[src/rtl/autoseller_pkg.sv]
// rtl/autoseller_pkg.sv - shared types and constants for the autoseller_multi vending controller
//
// Contents:
//   state_t        controller state (OFF, COLLECT, VEND, CHANGE)
//   COIN_LO/HI     coin values in half-yuan units
//   SEG_DIGITS     active-low 7-segment patterns for 0-9, bit order gfedcba, digit 0 at the LSBs
//   SEG_BLANK      all segments off
//   SEG_DASH       only segment g lit
//   pow10()        elaboration-time power of ten for the display range
package autoseller_pkg;

   typedef enum logic [1:0] {
      OFF,
      COLLECT,
      VEND,
      CHANGE
   } state_t;

   localparam logic [1:0] COIN_LO = 2'd1;
   localparam logic [1:0] COIN_HI = 2'd2;

   localparam logic [9:0][6:0] SEG_DIGITS = {
      7'h10, 7'h00, 7'h78, 7'h02, 7'h12,
      7'h19, 7'h30, 7'h24, 7'h79, 7'h40
   };
   localparam logic [6:0] SEG_BLANK = 7'h7F;
   localparam logic [6:0] SEG_DASH  = 7'h3F;

   function automatic int pow10(input int n);
      int r;
      r = 1;
      for (int i = 0; i < n; i++) r = r * 10;
      return r;
   endfunction

endpackage

[src/rtl/seg7_dec.sv]
// rtl/seg7_dec.sv - 4-bit BCD to active-low 7-segment decoder
//
// Ports:
//   bcd  in   4  BCD digit; codes above 9 decode to blank
//   seg  out  7  active-low segments, gfedcba
module seg7_dec
   import autoseller_pkg::*;
(
   input  logic [3:0] bcd,
   output logic [6:0] seg
);

   always_comb begin
      seg = SEG_BLANK;
      if (bcd <= 4'd9) seg = SEG_DIGITS[bcd];
   end

endmodule

[src/rtl/autoseller_multi.sv]
// rtl/autoseller_multi.sv - multi-product vending controller with credit, vend and change payout
//
// Ports:
//   clk, rst            clock, synchronous active-high reset
//   start               level, machine in service
//   cancel              active-low, falling edge requests a refund
//   Key_in[1:0]         active-low coin keys (bit0 = 1 unit, bit1 = 2 units)
//   sel, buy            product select and 1-cycle purchase pulse
//   chg_rdy/chg_vld     change coin handshake, chg_coin 1 = 2-unit coin
//   hold_ind, charge_ind, drinktk_ind, drink_id   status and vend outputs
//   coin_val, coin_rej  last accepted coin, 1-cycle reject pulse
//   credit, charge_val  credit held and change still owed
//   HEX                 active-low 7-segment digits, digit 0 at the LSBs
// Build option: AUTOSELLER_TIMEOUT_EN adds an inactivity refund after TIMEOUT_CYC idle cycles.
module autoseller_multi
   import autoseller_pkg::*;
#(
   parameter int                      N_PROD      = 4,
   parameter int                      PRICE_W     = 6,
   parameter logic [N_PROD*PRICE_W-1:0] PRICE_TABLE = {6'd5, 6'd4, 6'd3, 6'd2},
   parameter int                      CREDIT_MAX  = 40,
   parameter int                      N_DIGITS    = 2,
   parameter int                      TIMEOUT_CYC = 1000
) (
   input  logic                      clk,
   input  logic                      rst,
   input  logic                      start,
   input  logic                      cancel,
   input  logic [1:0]                Key_in,
   input  logic [$clog2(N_PROD)-1:0] sel,
   input  logic                      buy,
   input  logic                      chg_rdy,
   output logic                      chg_vld,
   output logic                      chg_coin,
   output logic                      hold_ind,
   output logic                      charge_ind,
   output logic                      drinktk_ind,
   output logic [$clog2(N_PROD)-1:0] drink_id,
   output logic [1:0]                coin_val,
   output logic                      coin_rej,
   output logic [PRICE_W-1:0]        credit,
   output logic [PRICE_W-1:0]        charge_val,
   output logic [7*N_DIGITS-1:0]     HEX
);

   localparam int                 SEL_W    = $clog2(N_PROD);
   localparam logic [SEL_W:0]     N_PROD_L = (SEL_W+1)'(N_PROD);
   localparam logic [PRICE_W:0]   CMAX     = (PRICE_W+1)'(CREDIT_MAX);
   localparam int                 DISP_MAX = pow10(N_DIGITS) - 1;

   state_t              state, state_n;
   logic [1:0]          key_d1, key_d2, key_fall;
   logic                cancel_d1, cancel_d2, cancel_ev;
   logic                timeout, abort, sel_ok;
   logic [PRICE_W-1:0]  price_sel, credit_n, charge_n;
   logic [SEL_W-1:0]    drink_id_n;
   logic [1:0]          coin_val_n, coin_add;
   logic                coin_rej_n;
   logic [PRICE_W:0]    sum;

   // Two register stages so a key edge is acted on in the cycle after it is captured.
   assign key_fall  = key_d2 & ~key_d1;
   assign cancel_ev = cancel_d2 & ~cancel_d1;
   assign abort     = cancel_ev | ~start | timeout;
   assign sel_ok    = {1'b0, sel} < N_PROD_L;

   always_comb begin
      price_sel = '0;
      for (int i = 0; i < N_PROD; i++)
         if (SEL_W'(i) == sel) price_sel = PRICE_TABLE[i*PRICE_W +: PRICE_W];
   end

`ifdef AUTOSELLER_TIMEOUT_EN
   localparam int TO_W = $clog2(TIMEOUT_CYC + 1);
   logic [TO_W-1:0] idle_cnt;
   logic            any_event;

   assign any_event = (|key_fall) | buy | cancel_ev;
   assign timeout   = (state == COLLECT) && (idle_cnt == TO_W'(TIMEOUT_CYC));

   always_ff @(posedge clk) begin
      if (rst || state != COLLECT || credit == '0 || any_event)
         idle_cnt <= '0;
      else if (!timeout)
         idle_cnt <= idle_cnt + 1'b1;
   end
`else
   // The timeout length only drives logic when the feature is built in.
   logic timeout_unused;
   assign timeout_unused = (TIMEOUT_CYC > 0);
   assign timeout        = 1'b0;
`endif

   always_ff @(posedge clk) begin
      if (rst) begin
         state      <= OFF;
         key_d1     <= 2'b11;
         key_d2     <= 2'b11;
         cancel_d1  <= 1'b1;
         cancel_d2  <= 1'b1;
         credit     <= '0;
         charge_val <= '0;
         drink_id   <= '0;
         coin_val   <= '0;
         coin_rej   <= 1'b0;
      end else begin
         state      <= state_n;
         key_d1     <= Key_in;
         key_d2     <= key_d1;
         cancel_d1  <= cancel;
         cancel_d2  <= cancel_d1;
         credit     <= credit_n;
         charge_val <= charge_n;
         drink_id   <= drink_id_n;
         coin_val   <= coin_val_n;
         coin_rej   <= coin_rej_n;
      end
   end

   always_comb begin
      state_n    = state;
      credit_n   = credit;
      charge_n   = charge_val;
      drink_id_n = drink_id;
      coin_val_n = coin_val;
      coin_rej_n = 1'b0;
      coin_add   = COIN_LO;
      sum        = '0;
      case (state)
         OFF: if (start) state_n = COLLECT;
         COLLECT: begin
            if (abort) begin
               if (credit == '0) begin
                  state_n = start ? COLLECT : OFF;
               end else begin
                  charge_n = credit;
                  credit_n = '0;
                  state_n  = CHANGE;
               end
            end else if (buy) begin
               if (sel_ok && credit >= price_sel) begin
                  drink_id_n = sel;
                  charge_n   = credit - price_sel;
                  credit_n   = '0;
                  state_n    = VEND;
               end else begin
                  coin_rej_n = 1'b1;
               end
            end else if (key_fall == 2'b11) begin
               coin_rej_n = 1'b1;
            end else if (key_fall != 2'b00) begin
               coin_add = key_fall[0] ? COIN_LO : COIN_HI;
               sum      = {1'b0, credit} + (PRICE_W+1)'(coin_add);
               if (sum <= CMAX) begin
                  credit_n   = sum[PRICE_W-1:0];
                  coin_val_n = key_fall;
               end else begin
                  coin_rej_n = 1'b1;
               end
            end
         end
         VEND: state_n = CHANGE;
         CHANGE: begin
            if (charge_val == '0)
               state_n = start ? COLLECT : OFF;
            else if (chg_rdy)
               charge_n = charge_val - PRICE_W'(chg_coin ? COIN_HI : COIN_LO);
         end
         default: state_n = OFF;
      endcase
   end

   assign hold_ind    = (state == COLLECT);
   assign charge_ind  = (state == CHANGE);
   assign drinktk_ind = (state == VEND);
   assign chg_vld     = (state == CHANGE) && (charge_val != '0);
   assign chg_coin    = |charge_val[PRICE_W-1:1];

   // Display: credit while collecting, change owed while vending/paying.
   logic [PRICE_W-1:0]         disp_val, tmp;
   logic [N_DIGITS-1:0][3:0]   bcd;
   logic [6:0]                 seg_raw [N_DIGITS];
   logic                       over;

   assign disp_val = (state == VEND || state == CHANGE) ? charge_val : credit;
   assign over     = 32'(disp_val) > DISP_MAX;

   always_comb begin
      tmp = disp_val;
      bcd = '0;
      for (int d = 0; d < N_DIGITS; d++) begin
         bcd[d] = 4'(tmp % PRICE_W'(10));
         tmp    = tmp / PRICE_W'(10);
      end
   end

   for (genvar g = 0; g < N_DIGITS; g++) begin : g_dig
      seg7_dec u_dec (
         .bcd (bcd[g]),
         .seg (seg_raw[g])
      );
   end

   always_comb begin
      HEX = '1;
      for (int d = 0; d < N_DIGITS; d++)
         HEX[d*7 +: 7] = (state == OFF) ? SEG_BLANK : (over ? SEG_DASH : seg_raw[d]);
   end

endmodule

[config.mk]
export PLATFORM = sky130hd
export DESIGN_NAME = autoseller_multi
export DESIGN_NICKNAME = d
export VERILOG_FILES = /design/src/rtl/autoseller_pkg.sv /design/src/rtl/seg7_dec.sv /design/src/rtl/autoseller_multi.sv
export SDC_FILE = /design/constraint.sdc
export NUM_CORES = 1
export LEC_CHECK = 0
export CAP_MARGIN = 20
export CORE_MARGIN = 2
export CORE_UTILIZATION = 26
export CTS_BUF_LIST = sky130_fd_sc_hd__clkbuf_16
export CTS_CLUSTER_SIZE = 20
export DETAILED_ROUTE_END_ITERATION = 6
export SETUP_SLACK_MARGIN = 0.3
export SKIP_LAST_GASP = 1
export SYNTH_ARGS = -nofsm -noshare
export SYNTH_HDL_FRONTEND = slang
export SYNTH_SLANG_ARGS = --single-unit
export TNS_END_PERCENT = 5
[constraint.sdc]
create_clock -name clk -period 4.55 [get_ports clk]
set_input_delay 0.91 -clock clk [delete_from_list [all_inputs] [get_ports clk]]
set_output_delay 0.91 -clock clk [all_outputs]
set_load 0.01 [all_outputs]
# Word-level counts from Yosys, hierarchy flattened
# Memory sizes are Yosys's and may differ from the RTL's.
# Cells that the tools add are included.
# Widths: inputs -> output; s select.
[op_classes]
bitwise_logic = 10
n_mux = 40
reduce_logical = 18
magnitude_cmp = 6
addsub = 3
n_eq_ne = 17
n_div = 3
[op_table]
columns = ["operator", "n"]
rows = [
  ["$mux 6", 14],
  ["$mux 7", 6],
  ["$mux 2", 10],
  ["$reduce_and 6->1", 3],
  ["$logic_not 6->1", 2],
  ["$mod 6x4->6 const B", 2],
  ["$pmux 6 s2", 1],
  ["$lt 4x5->1 const B", 2],
  ["$le 4x4->1 const B", 2],
  ["$ne 2x2->1 const B", 4],
  ["$pmux 2 s4", 1],
  ["$reduce_and 4->1", 2],
  ["$add 6x2->7", 1],
  ["$le 7x6->1 const B", 1],
  ["$div 6x4->6 const B", 1],
  ["$eq 2x2->1 const B", 3],
  ["$ge 6x6->1", 1],
  ["$mux 1", 6],
  ["$mux 3", 2],
  ["$ne 3x1->1 const B", 2],
  ["$ne 3x3->1 const B", 2],
  ["$not 1->1", 6],
  ["$reduce_bool 3->1", 2],
  ["$reduce_bool 6->1", 1],
  ["17 further kinds", 20],
]
[totals]
mem_count = 2
reg_bits = 25
wordCells = 109
output_inout_bits = 36
rom_bits = 224
[memory_table]
columns = ["name", "depth", "width", "rd", "rd_ports_with_merged_regs", "wr", "line_no", "text"]
rows = [
  ["(no name shown)", 16, 7, 1, 0, 0, "seg7_dec.sv:15", "if (bcd <= 4'd9) seg = SEG_DIGITS[bcd];"],
  ["(no name shown)", 16, 7, 1, 0, 0, "seg7_dec.sv:15", ""],
]

# Depth between registers and ports, before layout
# Gate-level depths: netlist of run 1.
[logic_depth]
word_depth = 10
ltp_mapped = 16
ltp_nobuf = 15

# Modules after synthesis
# A second synthesis of run 1 with hierarchy kept.
[hier_totals]
cells_unflattened = 338
hier_area_um2 = 2551.2
[by_module_without_submodules]
columns = ["module", "cells_each", "n_inst", "area_per_inst_um2"]
rows = [
  ["autoseller_multi", 278, 1, 2138.3],
  ["seg7_dec", 30, 2, 206.4],
]

# Least setup slack after synthesis of run 1
# Ideal clock, no wire load.
[synth_path]
kind = "register to output"
start = "register credit[4]"
end = "output HEX[4]"
path_stages_with_launch = 17
path_buffers = 2
slack_ns = 0.445
arrival_time_ns = 3.195
required_time_ns = 3.640
path_cell_list = "dfxtp_1 > buf_2 > mux2i_1 > buf_2 > ha_1 > nand2b_1 > o221ai_1 > o311ai_1 > o31ai_2 > nand2_1 > a21oi_1 > xnor2_1 > inv_1 > ha_1 > nor2_1 > a21oi_1 > a32oi_1"
[synth_via]
elab_chain_cells = 6
elab_cells_between_ends = 7
cone_classes = "1 x div; 1 x order compare; 4 x mux; 1 x memory"
[synth_lines]
columns = ["item", "line_no", "text"]
rows = [
  ["start: declaration", "autoseller_multi.sv:41", "output logic [PRICE_W-1:0] credit,"],
  ["start signal: assignment", "autoseller_multi.sv:112", "credit <= credit_n;"],
  ["$mux 6 *", "autoseller_multi.sv:185", "assign disp_val = (state == VEND || state == CHANGE) ? charge_val : credit;"],
  ["$mod 6x4->6 *", "autoseller_multi.sv:192", "bcd[d] = 4'(tmp % PRICE_W'(10));"],
  ["$mem_v2 16x7", "-", ""],
  ["$mux 7 (implied by the code)", "seg7_dec.sv:15", ""],
  ["$mux 7 *", "seg7_dec.sv:15", ""],
  ["$mux 7 *", "autoseller_multi.sv:207", "HEX[d*7 +: 7] = (state == OFF) ? SEG_BLANK : (over ? SEG_DASH : seg_raw[d]);"],
  ["end: declaration", "autoseller_multi.sv:43", "output logic [7*N_DIGITS-1:0] HEX"],
]
# Every way passes the cells marked *; elsewhere a longest branch is shown, timed or not. The select of a mux whose other input is x is not followed.

==> qor.yml, run 1 <==
power:
  vdd_drop_max_v: 0.000178
  power_density_nw_per_um2: 194
  p_leak_nw: 1.33
place:
  dp_hpwl_um: 4930
  gp_congestion: 0.924
  place_area_um2: 2980
  pre_cts_slack_ns: 0.0355
  port_buffers: 45
setup_path:
  path_class: "register to primary output"
  r2r_slack_ns: 1.28
  reg2reg_from: "key_d1[0]$_SDFF_PP1_"
  cp.required_ns: 3.64
  cp_max_fo: 7
  critPathCaptureType: "primary output"
  worst_setup_path_start_kind: "register"
  crit_arrival_ns: 3.42
hold_path:
  min_path_type: "register to register"
  hold_start: "key_d1[0]$_SDFF_PP1_"
job:
  drv_cap: 0
cells_and_area:
  design_area_um2: 3100
  antenna_cells: 0
  areaGrowthSynthToFinish_pct: 30.8
  drive_gt1_share_pct: 13.9
  utilization_pct: 35.4
  nets: 397
  fillCellCount: 935
detailed_routing:
  drtIter0Drc: 106
  avgRoutedWirePerCell_um: 13.5
  ant_nets: 0
  drt_first_pass_iters: 7
  vias_per_cell: 5.13
  drt_wl_total_um: 6310
  remaining_drc_errors: 0
  vias: 2407
timing:
  max_freq_ghz: 0.231
  final.setup.tns_ns: 0
  timing.final.setup_violations: 0
  setup_ws_ns: 0.219
  max_slew_margin_pct: 40.6
  period_share_pct: 95.2
  tightestPinTransition_ns: 0.891
  slew_viol_final: 0
  hold_violations: 0
  fin_worst_skew_ns: 0.00343
  rsz0062_at_grt: "true"
  fin_crit_ns: 4.33
synthesis:
  syn_area_um2: 2370
  synth_top_family_by_area: "simple AND/OR/NAND/NOR gates"
  synth.net_count: 348
  synth_async_sr_flop_share_pct: 0
  synth_edf_count: 0
  yosys.area_share.simple_pct: 25.6
  yosys_most_used_dff: "dfxtp_1"
  yosysTopAreaCellShare_pct: 21.1
  synth_warnings: 0
  synth-seq-cells: 25
  synth_cell_types: 61
  synth_fa_ha_area_share_pct: 14.1
  ys_seq_area_share_pct: 21.1
  synthMuxAreaShare_pct: 5.17
  yosys.area.top_type: "dfxtp_1"
  synth_xor_area_share_pct: 1.85
  synthCells: 313
  synth_compound_area_share_pct: 25.1
  syn_avg_cell_area_um2: 7.58
  synthTopCellsByArea: "dfxtp_1 21%, ha_1 12%, nor2_1 5.2%"
floorplanning:
  die_area_um2: 9900
  die_y_um: 99.5
  initial_core_util_pct: 27.1
  io_pins: 46
  core_um2: 8760
  fp-row-count: 34
  die_x_um: 99.5
status:
  status: "completed"
clock_network:
  cts_num_sinks: 25
  ctsHtreeMaxLevel: 1
  hold_buffers: 0
  cts_tree: "done"
  path_clk_slew_ns: 0.07
  cts_root_buf: "clkbuf_16"
  cts_buffer_depth: 2
  cts_buffers: 3
  clock_latency_ns: 0.26
grt:
  first_global_vias: 2256
  grt_max_degree: 27
  gr-total-overflow: 0
  grt_pass1_wl_um: 10400
  grtUsageTotal_pct: 12.5
  antenna_found_initial: 0
[power by group]
group | switching (mW) | total (mW) | internal, mW
Combinational | 0.0876 | 0.167 | 0.0798
Sequential | 0.00775 | 0.234 | 0.226
Clock | 0.0812 | 0.200 | 0.119
Total | 0.177 | 0.601 | 0.424
[area by class of cell]
cell class	count	area, um2	area share, %
multi-input combinational	248	1720	55.5
timing repair buffer	59	568	18.3
sequential	25	503	16.2
tap	108	135	4.36
clock buffer	3	75.1	2.42
inverter	25	93.8	3.03
clock inverter	1	5.00	0.161
[cells in the mapped netlist (2+ instances only)]
cell type	instances
nor2_1	33
nand2_1	30
dfxtp_1	25
ha_1	22
inv_1	21
o21ai_0	17
nor3_1	12
a21oi_1	11
clkbuf_1	10
o21ai_1	9
a21o_1	8
nand3_1	8
or2_2	8
a22oi_1	7
mux2i_1	7
nand2b_1	5
o31ai_1	5
inv_2	4
nor2b_1	4
buf_2	3
fa_1	3
o22ai_1	3
or3_1	3
or4_1	3
xnor2_1	3
a211oi_1	2
a2bb2oi_1	2
a311oi_1	2
a32oi_1	2
and2_1	2
and2_4	2
mux2_2	2
mux2_4	2
o2111ai_1	2
o21a_1	2
o41ai_1	2
or2_1	2
xor2_1	2
[cells in the final DEF (no fill, tap or decap), types with 3 or more instances in the layout]
cell type,instances
or2_2,8
o31ai_1,5
mux2i_1,7
a22oi_1,7
nand2b_1,5
nand2_1,30
buf_4,14
clkbuf_16,3
clkdlybuf4s50_1,37
ha_1,21
a21o_1,8
o21ai_1,9
nor2_1,32
dfxtp_1,23
or4_1,3
dlymetal6s2s_1,6
o21ai_0,17
o22ai_1,3
nand3_1,8
inv_1,21
fa_1,3
nor3_1,12
a21oi_1,10
inv_2,4
nor2b_1,4
or3_1,3
[worst max-delay path, stage by stage (launching register included)]
cell             delay, ns
dfxtp_2               0.36
mux2_4                0.34
inv_2                 0.12
ha_2                  0.31
nand2b_1              0.11
o221ai_1              0.13
o311ai_1              0.14
o31ai_2               0.14
nand2_1               0.13
a21oi_2               0.09
buf_4                 0.14
buf_4                 0.14
ha_1                  0.17
mux2_2                0.25
nand2_1               0.07
clkdlybuf4s50_1       0.53
[cell families (layout without fill, tap and decap cells)]
kind of cell	count (synthesis)	after routing
AO/OA/AOI/OAI	85	85
XOR/XNOR	5	5
adder cells (fa/ha/maj)	25	25
buffers and inverters	40	88
flip-flops	25	25
multiplexers	11	11
AND/OR/NAND/NOR	122	122
[metal layers]
metal	global-route usage [%]	vias to the layer above	share of wire, %
li1	-	1210	-
met2	21.3	80	47
met4	4.21	0	1.5
met3	1.76	11	5.1
met5	0	-	0
met1	16.2	1106	46
[stage by stage]
step | hold slack, ns | instances | power (mW)
6_report | 0.432 | 469 | 0.601
5_1_grt | 0.459 | 469 | 0.639
4_1_cts | 0.436 | 468 | 0.607
3_5_place_dp | 0.418 | 463 | 0.410
3_3_place_gp | 0.411 | 463 | 0.406
2_1_floorplan | 0.408 | 313 | 0.336
[sequential cells by signal, indices dropped and copies added, names as in the netlist, named ones only]
name	count
charge_val	6
credit	6
coin_val	2
drink_id	2
key_d1	2
key_d2	2
cancel_d1	1
cancel_d2	1
coin_rej	1
state	1
[worst paths after layout]
| check | end | cells after the start |
|---|---|---|
| setup reg to reg | credit[4]$_SDFFE_PP0P_ | 13 |
| hold reg to reg | key_d2[0]$_SDFF_PP1_ | 1 |
| hold / removal | key_d2[0]$_SDFF_PP1_ | 1 |
| setup / recovery | HEX[11] | 15 |
[repair_timing]
item | CTS | global route
resized for setup | 5 | 9
setup buffers | 1 | 1
setup endpoints to repair | 10 | 13
pin swaps | 2 | 2
Note: power is estimated with default switching activity, not from simulation.
==> inputs of run 2 (changes only) <==
--- a/config.mk
+++ b/config.mk
@@ -5,7 +5,7 @@
 export SDC_FILE = /design/constraint.sdc
 export NUM_CORES = 1
 export LEC_CHECK = 0
-export CAP_MARGIN = 20
+export CAP_MARGIN = 25
 export CORE_MARGIN = 2
 export CORE_UTILIZATION = 26
 export CTS_BUF_LIST = sky130_fd_sc_hd__clkbuf_16
==> results of run 2 <==
No change in the layout: final DEF, timing and power equal those of run 1.
==> inputs of run 3 (changes only) <==
--- a/config.mk
+++ b/config.mk
@@ -5,7 +5,6 @@
 export SDC_FILE = /design/constraint.sdc
 export NUM_CORES = 1
 export LEC_CHECK = 0
-export CAP_MARGIN = 25
 export CORE_MARGIN = 2
 export CORE_UTILIZATION = 26
 export CTS_BUF_LIST = sky130_fd_sc_hd__clkbuf_16
==> results of run 3 <==
No change in the layout: final DEF, timing and power equal those of run 1.
